--- src/rtl/div_pkg.sv ---
// Shared types and defaults for the sequential restoring divider.
// Holds the FSM encoding, default widths and the divide-by-zero quotient value.
package div_pkg;

  localparam int DEF_DIVIDEND_W = 8;
  localparam int DEF_DIVISOR_W  = 4;
  localparam int DEF_CNT_W      = $clog2(DEF_DIVIDEND_W + 1);

  localparam logic [DEF_DIVIDEND_W-1:0] DZ_QUOTIENT = '1;

  typedef enum logic [1:0] {
    IDLE = 2'd0,
    RUN  = 2'd1,
    DONE = 2'd2
  } state_t;

endpackage

--- src/rtl/div_restore_step.sv ---
// One restoring-division step: shift in a dividend bit, trial-subtract the divisor.
// Purely combinational; no latency, no flow control.
module div_restore_step #(
  parameter int DIVISOR_W = 4
) (
  input  logic [DIVISOR_W:0]   prem,
  input  logic                 din,
  input  logic [DIVISOR_W-1:0] divisor,
  output logic [DIVISOR_W:0]   prem_next,
  output logic                 qbit
);

  logic [DIVISOR_W+1:0] shifted;
  logic [DIVISOR_W+2:0] trial;

  assign shifted = {prem, din};
  assign trial   = {1'b0, shifted} - {3'b000, divisor};

  // prem < divisor on entry, so a non-negative trial always fits back in DIVISOR_W+1 bits.
  assign qbit      = (trial[DIVISOR_W+2:DIVISOR_W+1] == 2'b00);
  assign prem_next = qbit ? trial[DIVISOR_W:0] : shifted[DIVISOR_W:0];

endmodule

--- src/rtl/seq_divider_8by4.sv ---
// Sequential unsigned restoring divider, one quotient bit per clock, start/busy/done handshake.
// Latency DIVIDEND_W cycles (1 for divide by zero); start ignored while busy, accepted in DONE.
module seq_divider_8by4
  import div_pkg::*;
#(
  parameter int DIVIDEND_W = DEF_DIVIDEND_W,
  parameter int DIVISOR_W  = DEF_DIVISOR_W
) (
  input  logic                  clk,
  input  logic                  rst,
  input  logic                  start,
  input  logic [DIVIDEND_W-1:0] dividend,
  input  logic [DIVISOR_W-1:0]  divisor,
  output logic                  busy,
  output logic                  done,
  output logic [DIVIDEND_W-1:0] quotient,
  output logic [DIVISOR_W-1:0]  remainder,
  output logic                  div_by_zero
);

  localparam int CNT_W = $clog2(DIVIDEND_W + 1);

  state_t                 state;
  logic [CNT_W-1:0]       cnt;
  logic [DIVIDEND_W-1:0]  dq_q;
  logic [DIVISOR_W-1:0]   dsr_q;
  logic [DIVISOR_W:0]     prem_q;
  logic [DIVISOR_W:0]     prem_next;
  logic                   qbit;

  // dq_q shifts dividend bits out of the top and quotient bits in at the bottom,
  // so after DIVIDEND_W steps it holds the full quotient.
  div_restore_step #(
    .DIVISOR_W (DIVISOR_W)
  ) u_step (
    .prem      (prem_q),
    .din       (dq_q[DIVIDEND_W-1]),
    .divisor   (dsr_q),
    .prem_next (prem_next),
    .qbit      (qbit)
  );

  always_ff @(posedge clk) begin
    if (rst) begin
      state       <= IDLE;
      cnt         <= '0;
      dq_q        <= '0;
      dsr_q       <= '0;
      prem_q      <= '0;
      busy        <= 1'b0;
      done        <= 1'b0;
      quotient    <= '0;
      remainder   <= '0;
      div_by_zero <= 1'b0;
    end else begin
      done <= 1'b0;
      unique case (state)
        IDLE, DONE: begin
          if (start) begin
            dq_q        <= dividend;
            dsr_q       <= divisor;
            prem_q      <= '0;
            div_by_zero <= 1'b0;
            state       <= RUN;
            // A zero count marks the single non-busy cycle of a divide by zero.
            if (divisor == '0) begin
              cnt  <= '0;
              busy <= 1'b0;
            end else begin
              cnt  <= CNT_W'(DIVIDEND_W);
              busy <= 1'b1;
            end
          end else begin
            state <= IDLE;
          end
        end
        RUN: begin
          if (cnt == '0) begin
            quotient    <= {DIVIDEND_W{DZ_QUOTIENT[0]}};
            remainder   <= '0;
            div_by_zero <= 1'b1;
            done        <= 1'b1;
            state       <= DONE;
          end else begin
            dq_q   <= {dq_q[DIVIDEND_W-2:0], qbit};
            prem_q <= prem_next;
            cnt    <= cnt - CNT_W'(1);
            if (cnt == CNT_W'(1)) begin
              quotient  <= {dq_q[DIVIDEND_W-2:0], qbit};
              remainder <= prem_next[DIVISOR_W-1:0];
              busy      <= 1'b0;
              done      <= 1'b1;
              state     <= DONE;
            end
          end
        end
        default: state <= IDLE;
      endcase
    end
  end

endmodule

--- config.mk ---
export PLATFORM = sky130hd
export DESIGN_NAME = seq_divider_8by4
export DESIGN_NICKNAME = d
export VERILOG_FILES = /design/src/rtl/div_pkg.sv /design/src/rtl/div_restore_step.sv /design/src/rtl/seq_divider_8by4.sv
export SDC_FILE = /design/constraint.sdc
export NUM_CORES = 1
export LEC_CHECK = 0
export CAP_MARGIN = 10
export CORE_MARGIN = 4
export CORE_UTILIZATION = 50
export CTS_BUF_LIST = sky130_fd_sc_hd__clkbuf_2 sky130_fd_sc_hd__clkbuf_4 sky130_fd_sc_hd__clkbuf_8
export DETAILED_ROUTE_END_ITERATION = 8
export GPL_TIMING_DRIVEN = 0
export PLACE_DENSITY = 0.78
export SYNTH_ARGS = -nofsm -noshare
export SYNTH_HDL_FRONTEND = slang
export SYNTH_HIERARCHICAL = 1
export SYNTH_SLANG_ARGS = --single-unit
--- constraint.sdc ---
create_clock -name clk -period 2.17 [get_ports clk]
set_input_delay 0.651 -clock clk [delete_from_list [all_inputs] [get_ports clk]]
set_output_delay 0.651 -clock clk [all_outputs]
set_load 0.05 [all_outputs]
After elaboration in Yosys (flattened, before gate mapping):

Index checks and enable logic that the tools add are counted.

* output and inout port bits: 15
* bits in latches: 0
* word-level logic and storage cells: 63
* memory bits (read-only): 0
* memories: 0
* RAM bits: 0
* flip-flop bits (word level): 38
* bits of input ports: 15

* add/sub/neg operators: 2
* muxes and demuxes: 29
* bitwise logic cells: 1
* equality and inequality tests: 8
* shifts and indexed selects: 0
* div/mod/pow operators: 0
* $mul: 0
* $lt $le $gt $ge: 0
* reduce and logical (&&, ||, !) cells: 13

Operators by type and width (number)
* 2-to-1 mux 8 bit: 4
* 2-to-1 mux 4 bit: 5
* one-hot mux 8 bit (2 select lines): 1
* 2-to-1 mux 5 bit: 3
* one-hot mux 5 bit (2 select lines): 1
* 2-to-1 mux 1 bit: 9
* logical NOT 4 bit: 2
* != test 2 bit (second input constant): 4
* one-hot mux 4 bit (2 select lines): 1
* subtractor 6 x 4 -> 7 bit: 1
* AND reduction 3 bit: 2
* equality test 4 x 1 -> 1 bit (second input constant): 1
* logical NOT 2 bit: 2
* 2-to-1 mux 2 bit: 2
* one-hot mux 1 bit (2 select lines): 2
* one-hot mux 2 bit (2 select lines): 1
* AND reduction 2 bit: 2
* AND reduction 4 bit: 1
* nonzero test 2 bit: 2
* OR reduction 2 bit: 2
* subtractor 4 x 1 -> 4 bit (second input constant): 1
* != test 3 bit (second input constant): 1
* equality test 2 x 1 -> 1 bit (second input constant): 1
* equality test 2 bit (second input constant): 1
* NOT 1 bit: 1

Logic depth before layout (Yosys ltp):

Gate-level depths: netlist of the first run.

* word-level depth: 5
* depth in mapped cells: 9
* mapped depth without buffers: 9

Modules after synthesis:

The synthesis of the first run kept the hierarchy.

Modules (own cells, without submodules)
* seq_divider_8by4: cells each 196, times used 1, sequential area each 760.7 um2, area an instance 1731.7 um2
* div_restore_step: cells each 59, times used 1, sequential area each 0.0 um2, area an instance 404.1 um2

Least setup slack after synthesis of the first run:

Ideal clock, no wire load.

* path kind: register to register
* start: register dq_q[7]
* end: register prem_q[0]
* period minus slack after synthesis: 2.060 ns
* buffers on the path: 0
* library setup time: 0.070 ns
* arrival: 1.990 ns
* data required time: 2.100 ns
* cell stages (with the launch flop): 10
* path slack: 0.110 ns
* path through: dfxtp_1 inv_1 ha_1 fa_1 nor2b_1 o221a_1 o21ai_1 o221ai_1 o211ai_1 a21oi_1

* cells in the longest elaborated chain, start to end: 5

Ends and longest elaborated chain
* start: declaration: line seq_divider_8by4.sv:25 `logic [DIVIDEND_W-1:0] dq_q;`
* start signal: assignment: line seq_divider_8by4.sv:60 `dq_q <= dividend;`
* start signal: assignment: line seq_divider_8by4.sv:85 `dq_q <= {dq_q[DIVIDEND_W-2:0], qbit};`
* subtractor 6 x 4 -> 7 bit: line div_restore_step.sv:17 `assign trial = {1'b0, shifted} - {3'b000, divisor};`
* logical NOT 2 bit: line div_restore_step.sv:20 `assign qbit = (trial[DIVISOR_W+2:DIVISOR_W+1] == 2'b00);`
* 2-to-1 mux 5 bit *: line div_restore_step.sv:21 `assign prem_next = qbit ? trial[DIVISOR_W:0] : shifted[DIVISOR_W:0];`
* net prem_next[0]: line seq_divider_8by4.sv:28 `logic [DIVISOR_W:0] prem_next;`
* 2-to-1 mux 5 bit *: line seq_divider_8by4.sv:78 `if (cnt == '0) begin`
* one-hot mux 5 bit (2 select lines) *: line seq_divider_8by4.sv:57 `unique case (state)`
* end signal: assignment: line seq_divider_8by4.sv:86 `prem_q <= prem_next;`
* end: declaration: line seq_divider_8by4.sv:27 `logic [DIVISOR_W:0] prem_q;`

The timed path passes the listed nets; every way through them passes the cells marked *. The select of a mux whose other input is x is not followed.
A chain may end at the register's enable or synchronous reset.

Worst setup path after layout of the first run:

* start: register dq_q[7]
* end: register prem_q[3]

* cells in the longest elaborated chain, start to end: 5

Ends and longest elaborated chain (line)
* subtractor 6 x 4 -> 7 bit *: div_restore_step.sv:17
* logical NOT 2 bit: div_restore_step.sv:20
* 2-to-1 mux 5 bit *: div_restore_step.sv:21
* net prem_next[3]: seq_divider_8by4.sv:28
* 2-to-1 mux 5 bit *: seq_divider_8by4.sv:78
* one-hot mux 5 bit (2 select lines) *: seq_divider_8by4.sv:57

Marks and branches as above.

==> impl_metrics.py, run 1 <==
metrics = {
    "global_routing": {
        "busiest_layer": "met2",
        "grtUsageMet2_pct": 35.3,
        "track_usage_pct": 22.7,
        "grt_pass1_vias": 2062,
        "use_met3_pct": 4.38,
        "antenna_found_initial": 0,
        "grt_pass1_wl_um": 9610,
        "grt_remaining_overflow": 0,
        "grt_max_degree": 13,
        "grtUsageMet1_pct": 31.7,
    },
    "power_and_ir_drop": {
        "p_total_w": 0.00212,
        "vdd_ir_drop_max_mv": 0.399,
        "power.leakage_nw": 0.944,
        "power_density_mw_per_mm2": 776,
    },
    "critical_path": {
        "startpoint_type": "flip-flop",
        "r2r_cells": 10,
        "cp_max_fo": 3,
        "r2r_slack_ns": 0.02,
        "reg2reg_to": "prem_q[3]$_SDFFE_PP0P_",
        "reg2reg_from": "dq_q[7]$_SDFFE_PP0P_",
        "critPathKind": "reg -> reg",
        "cp.required_ns": 2.33,
        "cp-end-kind": "flip-flop",
        "critPathArrivalTime_ns": 2.32,
    },
    "clock_tree": {
        "numCtsBuffers": 5,
        "h-tree-depth": 2,
        "clock_sinks": 38,
        "tritoncts": "yes",
        "clock_path_buffers": 2,
        "cts.clk_slew.worst_paths_ns": 0.08,
        "cts_root_buf": "clkbuf_8",
        "clkLatencyLatePin_ns": 0.30,
    },
    "logic_synthesis": {
        "synth_simple_gate_area_share_pct": 18.0,
        "synth_top_cells_by_area": "dfxtp_1 36%, o211ai_1 5.3%, a21oi_1 5.2%",
        "synth_top_family_by_area": "compound AO/OA/AOI/OAI gates",
        "synth-edff-count": 0,
        "async_flop_share_pct": 0,
        "synthMuxAreaShare_pct": 0,
        "synth.most_common_cell": "dfxtp_1",
        "ys_seq_area_share_pct": 35.6,
        "synth_commonest_cells": "38 x dfxtp_1, 24 x nand2_1, 22 x a21oi_1, 15 x o211ai_1, 15 x o21ai_1",
        "synth_top_area_share_pct": 35.6,
        "synthAdderAreaFrac_pct": 5.04,
        "syn_area_per_cell_um2": 8.38,
        "synth.largest_area_cell": "dfxtp_1",
        "syn_area_mm2": 0.00214,
        "synth_cell_type_count": 48,
        "ys.flop_type": "dfxtp_1",
        "syn_inst": 255,
        "yosys_warnings": 6,
        "synthXorXnorAreaFrac_pct": 0.410,
        "synth_compound_area_share_pct": 32.9,
        "yosys_register_bits": 38,
        "syn_nets": 278,
    },
    "placed_design": {
        "hpwl_um": 4140,
        "portBuffers": 28,
        "placed_cells": 333,
        "gp_routability_congestion": 0.893,
    },
    "sta": {
        "tightest_slew_ns": 0.761,
        "drv_slew": 0,
        "fin_crit_ns": 2.15,
        "rsz0062_at_grt": "true",
        "hold_viol_final": 0,
        "holdWs_ns": 0.463,
        "relSlewSlack_pct": 48.5,
        "setup_viol": 0,
        "period_share_pct": 99.2,
        "fmax_mhz": 465,
        "fin_skew_ns": 0.0116,
    },
    "detailed_routing": {
        "antenna_left": 0,
        "via_count": 2155,
        "first_iter_violations": 263,
        "drtPass1Iterations": 4,
        "routed_wirelength_um": 5820,
        "routedWlPerCell_um": 16.8,
        "post-route-drc-count": 0,
        "vias_per_cell": 6.21,
    },
    "worst_hold_path": {
        "min_from": "div_by_zero$_SDFFE_PP0P_",
        "min_to": "div_by_zero$_SDFFE_PP0P_",
        "whs_path_depth": 2,
        "hold_class": "reg -> reg",
    },
    "floorplan": {
        "initial_core_util_pct": 52.6,
        "dieArea_mm2": 0.00538,
        "die_height_um": 73.4,
        "pin_count": 30,
        "num_rows": 23,
        "core_area_mm2": 0.00406,
        "fp.dieW_um": 73.4,
    },
    "final_layout": {
        "stdcell_count": 347,
        "nFillCells": 341,
        "fin_nets": 319,
        "drive_gt1_share_pct": 15.8,
        "diodes": 0,
        "area_delta_synth_final_pct": 27.7,
    },
    "outcome": {
        "status": "finished clean",
    },
    "job": {
        "cap_viol_max_count": 0,
    },
}
==> metal layers <==
| metal | wire length, um | part of all wire (%) | vias to the layer above |
|---|---|---|---|
| met5 | 0 | 0 | - |
| met4 | 82 | 1.4 | 0 |
| met3 | 458 | 7.9 | 9 |
| met2 | 2690 | 46 | 77 |
| met1 | 2590 | 45 | 1023 |
| li1 | - | - | 1046 |
==> worst max-delay path: stages, from the launching register on <==
cell and delay [ns]:
dfxtp_2 0.35, inv_2 0.06, ha_4 0.16, fa_2 0.41
nor2b_4 0.15, o221a_1 0.25, buf_4 0.14, a211oi_2 0.03
o221a_2 0.29, o211ai_1 0.10, a21oi_1 0.08
==> logic make-up (layout without fill, tap and decap cells) <==
| logic type | after synthesis | after routing |
|---|---|---|
| AO/OA/AOI/OAI | 102 | 102 |
| AND/OR/NAND/NOR | 71 | 71 |
| flip-flops | 38 | 38 |
| buffers and inverters | 35 | 77 |
| adder cells (fa/ha/maj) | 8 | 8 |
| XOR/XNOR | 1 | 1 |
==> stage by stage <==
stage | cell area [um2] | setup TNS [ns] | worst slack (ns) | util [%]
after global placement | 2480 | -1.38 | -0.192 | 61.1
final | 2730 | 0 | 0.0181 | 67.2
after CTS | 2670 | 0 | 0.00232 | 65.9
after global routing | 2730 | -0.218 | -0.0584 | 67.2
after detailed placement | 2480 | -2.10 | -0.245 | 61.1
after floorplan | 2140 | 0 | 0.110 | -
==> cell type report <==
class                           count  area, um2  share of cell area, %
Inverter                           13       48.8                   1.79
Multi-Input combinational cell    182       1260                   46.3
Timing Repair Buffer               34        325                   11.9
Clock buffer                        6       82.6                   3.03
Clock inverter                      2       60.1                   2.20
Buffer                             22        123                   4.50
Tap cell                           50       62.6                   2.29
Sequential cell                    38        763                   28.0
==> registers in the layout, summed over array words and instances, names as in the netlist <==
signal	count
cnt	4
state	2
remainder	4
quotient	8
div_by_zero	1
dq_q	8
dsr_q	4
prem_q	5
done	1
busy	1
==> placed cells by master (no fill, tap or decap), drive strengths merged, types with 2 or more instances in the layout <==
cell           netlist  routed
or4b                 2       2
buf                 12      18
bufinv               0       2
a31oi                8       8
or4                  2       2
nand2b               3       3
o211ai              15      15
o21a                 2       2
dfxtp               38      38
nor2b                4       4
nand2               25      25
nand3               13      13
o31ai                4       4
a21oi               22      22
or2                  2       2
ha                   7       7
clkdlybuf4s50        0      28
a311oi               8       8
clkbuf              10      16
a211oi               9       9
o221ai               3       3
nor2                 9       9
inv                 13      13
o221a                2       2
o21ai               18      18
nor3                 5       5
a32oi                5       5
nor4b                2       2
==> power by group <==
group | switching (W) | total [W] | internal, W
sequential | 0.0000453 | 0.000794 | 0.000749
combinational | 0.000345 | 0.000570 | 0.000226
clock | 0.000260 | 0.000751 | 0.000491
==> repair_timing <==
action / 4_1_cts / 5_1_grt
pin swaps: 2 / 6
endpoints found under the setup margin: 10 / 9
gates cloned: 0 / 0
hold endpoints to repair: 0 / 0
hold buffers: 0 / 0
setup buffers: 4 / 2
resized for setup: 7 / 10
==> how the worst max path moves through the flow <==
stage / cells after the start / slack (ns) / endpoint / start
final: 10 / 0.02 / prem_q[3]$_SDFFE_PP0P_ / dq_q[7]$_SDFFE_PP0P_
after global routing: 10 / -0.06 / prem_q[3]$_SDFFE_PP0P_ / dq_q[7]$_SDFFE_PP0P_
after CTS: 10 / 0.002 / prem_q[3]$_SDFFE_PP0P_ / dq_q[7]$_SDFFE_PP0P_
after detailed placement: 9 / -0.25 / prem_q[1]$_SDFFE_PP0P_ / dq_q[7]$_SDFFE_PP0P_
after global placement: 9 / -0.19 / remainder[1]$_SDFFE_PP0P_ / dq_q[7]$_SDFFE_PP0P_
after floorplan: 9 / 0.11 / prem_q[0]$_SDFFE_PP0P_ / dq_q[7]$_SDFFE_PP0P_
Note: power is estimated with default switching activity, not from simulation.
==> run 2, diff against run 1 <==
- CORE_UTILIZATION: 50 -> 51
- PLACE_DENSITY: 0.78 -> 0.79
- SLEW_MARGIN: not set -> 20
==> impl_metrics.py, run 2 (synthesized netlist as in run 1, its figures left out) <==
metrics = {
    "critical_path": {
        "critPathKind": "reg -> reg",
        "cp_max_fo": 3,
        "startpoint_type": "flip-flop",
        "cp_common_cell": "o211ai_1",
        "crit_family": "adder cells",
        "cp-end-kind": "flip-flop",
        "critPathBufInv": 2,
        "critPathArrivalTime_ns": 2.33,
        "crit_path_top_delay_cell": "fa_2",
        "crit_chain": "inv_4 -> ha_4 -> fa_2 -> buf_4 -> xnor2_1 -> and3_1 -> a32oi_1 -> o211ai_1 -> o211ai_1 -> a21oi_1",
        "critPathMaxStageDelay_ns": 0.42,
        "cp.required_ns": 2.34,
    },
    "power_and_ir_drop": {
        "clkPwrFrac_pct": 31.1,
        "vdd_ir_drop_max_mv": 0.420,
        "p_sw_share_pct": 33.9,
        "p_seq_share_pct": 39.6,
        "power.leakage_nw": 0.926,
        "power_frac_comb_pct": 29.3,
        "power_switching_w": 0.000679,
        "power_density_mw_per_mm2": 735,
        "intPower_w": 0.00132,
    },
    "final_layout": {
        "diodes": 0,
        "drive_gt1_share_pct": 16.6,
        "stdcell_count": 345,
        "area_delta_synth_final_pct": 27.5,
        "layout_commonest_cell": "dfxtp_1",
        "biggestRegsByFlops": "dq_q (8), quotient (8), prem_q (5)",
        "nFillCells": 352,
        "mostFrequentLayoutCells": "37 x dfxtp_1, 28 x clkdlybuf4s50_1, 24 x nand2_1, 21 x a21oi_1",
        "fin_nets": 317,
    },
    "global_routing": {
        "track_usage_pct": 23.6,
        "grt_max_degree": 14,
        "grt_pass1_wl_um": 9850,
        "grt_pass1_vias": 2012,
        "grt_remaining_overflow": 0,
        "antenna_found_initial": 0,
    },
    "detailed_routing": {
        "antenna_left": 0,
        "routedWlPerCell_um": 17.5,
        "via_count": 2148,
        "first_iter_violations": 250,
        "routed_wirelength_um": 6040,
        "post-route-drc-count": 0,
        "drtPass1Iterations": 4,
        "vias_per_cell": 6.23,
    },
    "sta": {
        "setup_viol": 0,
        "finalSetupTns_ns": 0,
        "holdWs_ns": 0.457,
        "fin_crit_ns": 2.16,
        "rsz0062_at_grt": "true",
        "relSlewSlack_pct": 49.7,
        "hold_viol_final": 0,
        "period_share_pct": 99.5,
        "tightest_slew_ns": 0.744,
        "fin_skew_ns": 0.00941,
        "drv_slew": 0,
        "fmax_mhz": 463,
    },
    "worst_hold_path": {
        "hold_class": "reg -> reg",
    },
    "placed_design": {
        "portBuffers": 28,
        "hpwl_um": 4240,
        "placed_cells": 333,
        "gp_routability_congestion": 0.890,
    },
    "floorplan": {
        "pin_count": 30,
        "core_area_mm2": 0.00403,
        "dieArea_mm2": 0.00529,
        "initial_core_util_pct": 53.0,
        "num_rows": 23,
        "die_height_um": 72.7,
        "fp.dieW_um": 72.7,
    },
    "job": {
        "cap_viol_max_count": 0,
    },
    "clock_tree": {
        "clkLatencyLatePin_ns": 0.30,
        "numCtsBuffers": 5,
        "cts.clk_slew.worst_paths_ns": 0.09,
        "tritoncts": "yes",
        "clock_path_buffers": 2,
        "cts_root_buf": "clkbuf_8",
        "clock_sinks": 38,
        "h-tree-depth": 2,
    },
    "outcome": {
        "status": "finished clean",
    },
}
[run 2: through the flow]
stage	utilization (%)	instance area (um2)	worst slack (ns)	power, W
3_5_place_dp	61.5	2480	-0.385	0.00133
4_1_cts	65.3	2630	0.00910	0.00196
5_1_grt	67.6	2720	-0.0477	0.00208
2_1_floorplan	-	2140	0.110	0.00116
3_3_place_gp	61.5	2480	-0.237	0.00131
6_report	67.6	2720	0.0119	0.00200
[run 2: repair_timing]
item | 4_1_cts | 5_1_grt
hold buffers | 0 | 0
pin swaps | 3 | 12
buffers inserted | 2 | 2
gates resized for setup | 8 | 16
endpoints found under the setup margin | 10 | 11
[run 2: worst register-to-register path: stages, from the launching register on]
cell	delay, ns
dfxtp_2	0.36
inv_4	0.05
ha_4	0.17
fa_2	0.42
buf_4	0.15
xnor2_1	0.13
and3_1	0.19
a32oi_1	0.16
o211ai_1	0.19
o211ai_1	0.14
a21oi_1	0.09
[run 2: area by class of cell]
cell class | count | area [um2] | area share [%]
Sequential cell | 38 | 762 | 28.0
Inverter | 13 | 51.3 | 1.88
Timing Repair Buffer | 32 | 314 | 11.5
Buffer | 22 | 123 | 4.50
Tap cell | 50 | 62.6 | 2.30
Multi-Input combinational cell | 182 | 1300 | 47.6
Clock inverter | 3 | 45.0 | 1.65
Clock buffer | 5 | 68.8 | 2.53
[run 2: layer usage]
metal | vias to the layer above | global-route usage (%) | wire, um
met2 | 68 | 36.5 | 2830
met5 | - | 0 | 0
met4 | 0 | 8.20 | 108
met3 | 13 | 4.13 | 347
li1 | 1041 | - | -
met1 | 1026 | 33.0 | 2750
[run 2: worst paths after layout]
check | slack, ns | cells after the start | to | startpoint
setup / recovery | 0.01 | 10 | prem_q[2]$_SDFFE_PP0P_ | dq_q[7]$_SDFFE_PP0P_
hold reg to reg | 0.46 | 2 | dsr_q[2]$_SDFFE_PP0P_ | dsr_q[2]$_SDFFE_PP0P_
hold / removal | 0.46 | 2 | dsr_q[2]$_SDFFE_PP0P_ | dsr_q[2]$_SDFFE_PP0P_
setup reg to reg | 0.01 | 10 | prem_q[2]$_SDFFE_PP0P_ | dq_q[7]$_SDFFE_PP0P_
[run 2: power groups by stage]
stage / Sequential (W) / Clock [W] / Combinational [W]
after floorplan: 0.000867 / 0 / 0.000296
after global placement: 0.000805 / 0 / 0.000508
after detailed placement: 0.000806 / 0 / 0.000519
after CTS: 0.000790 / 0.000626 / 0.000544
after global routing: 0.000799 / 0.000649 / 0.000631
final: 0.000793 / 0.000623 / 0.000586
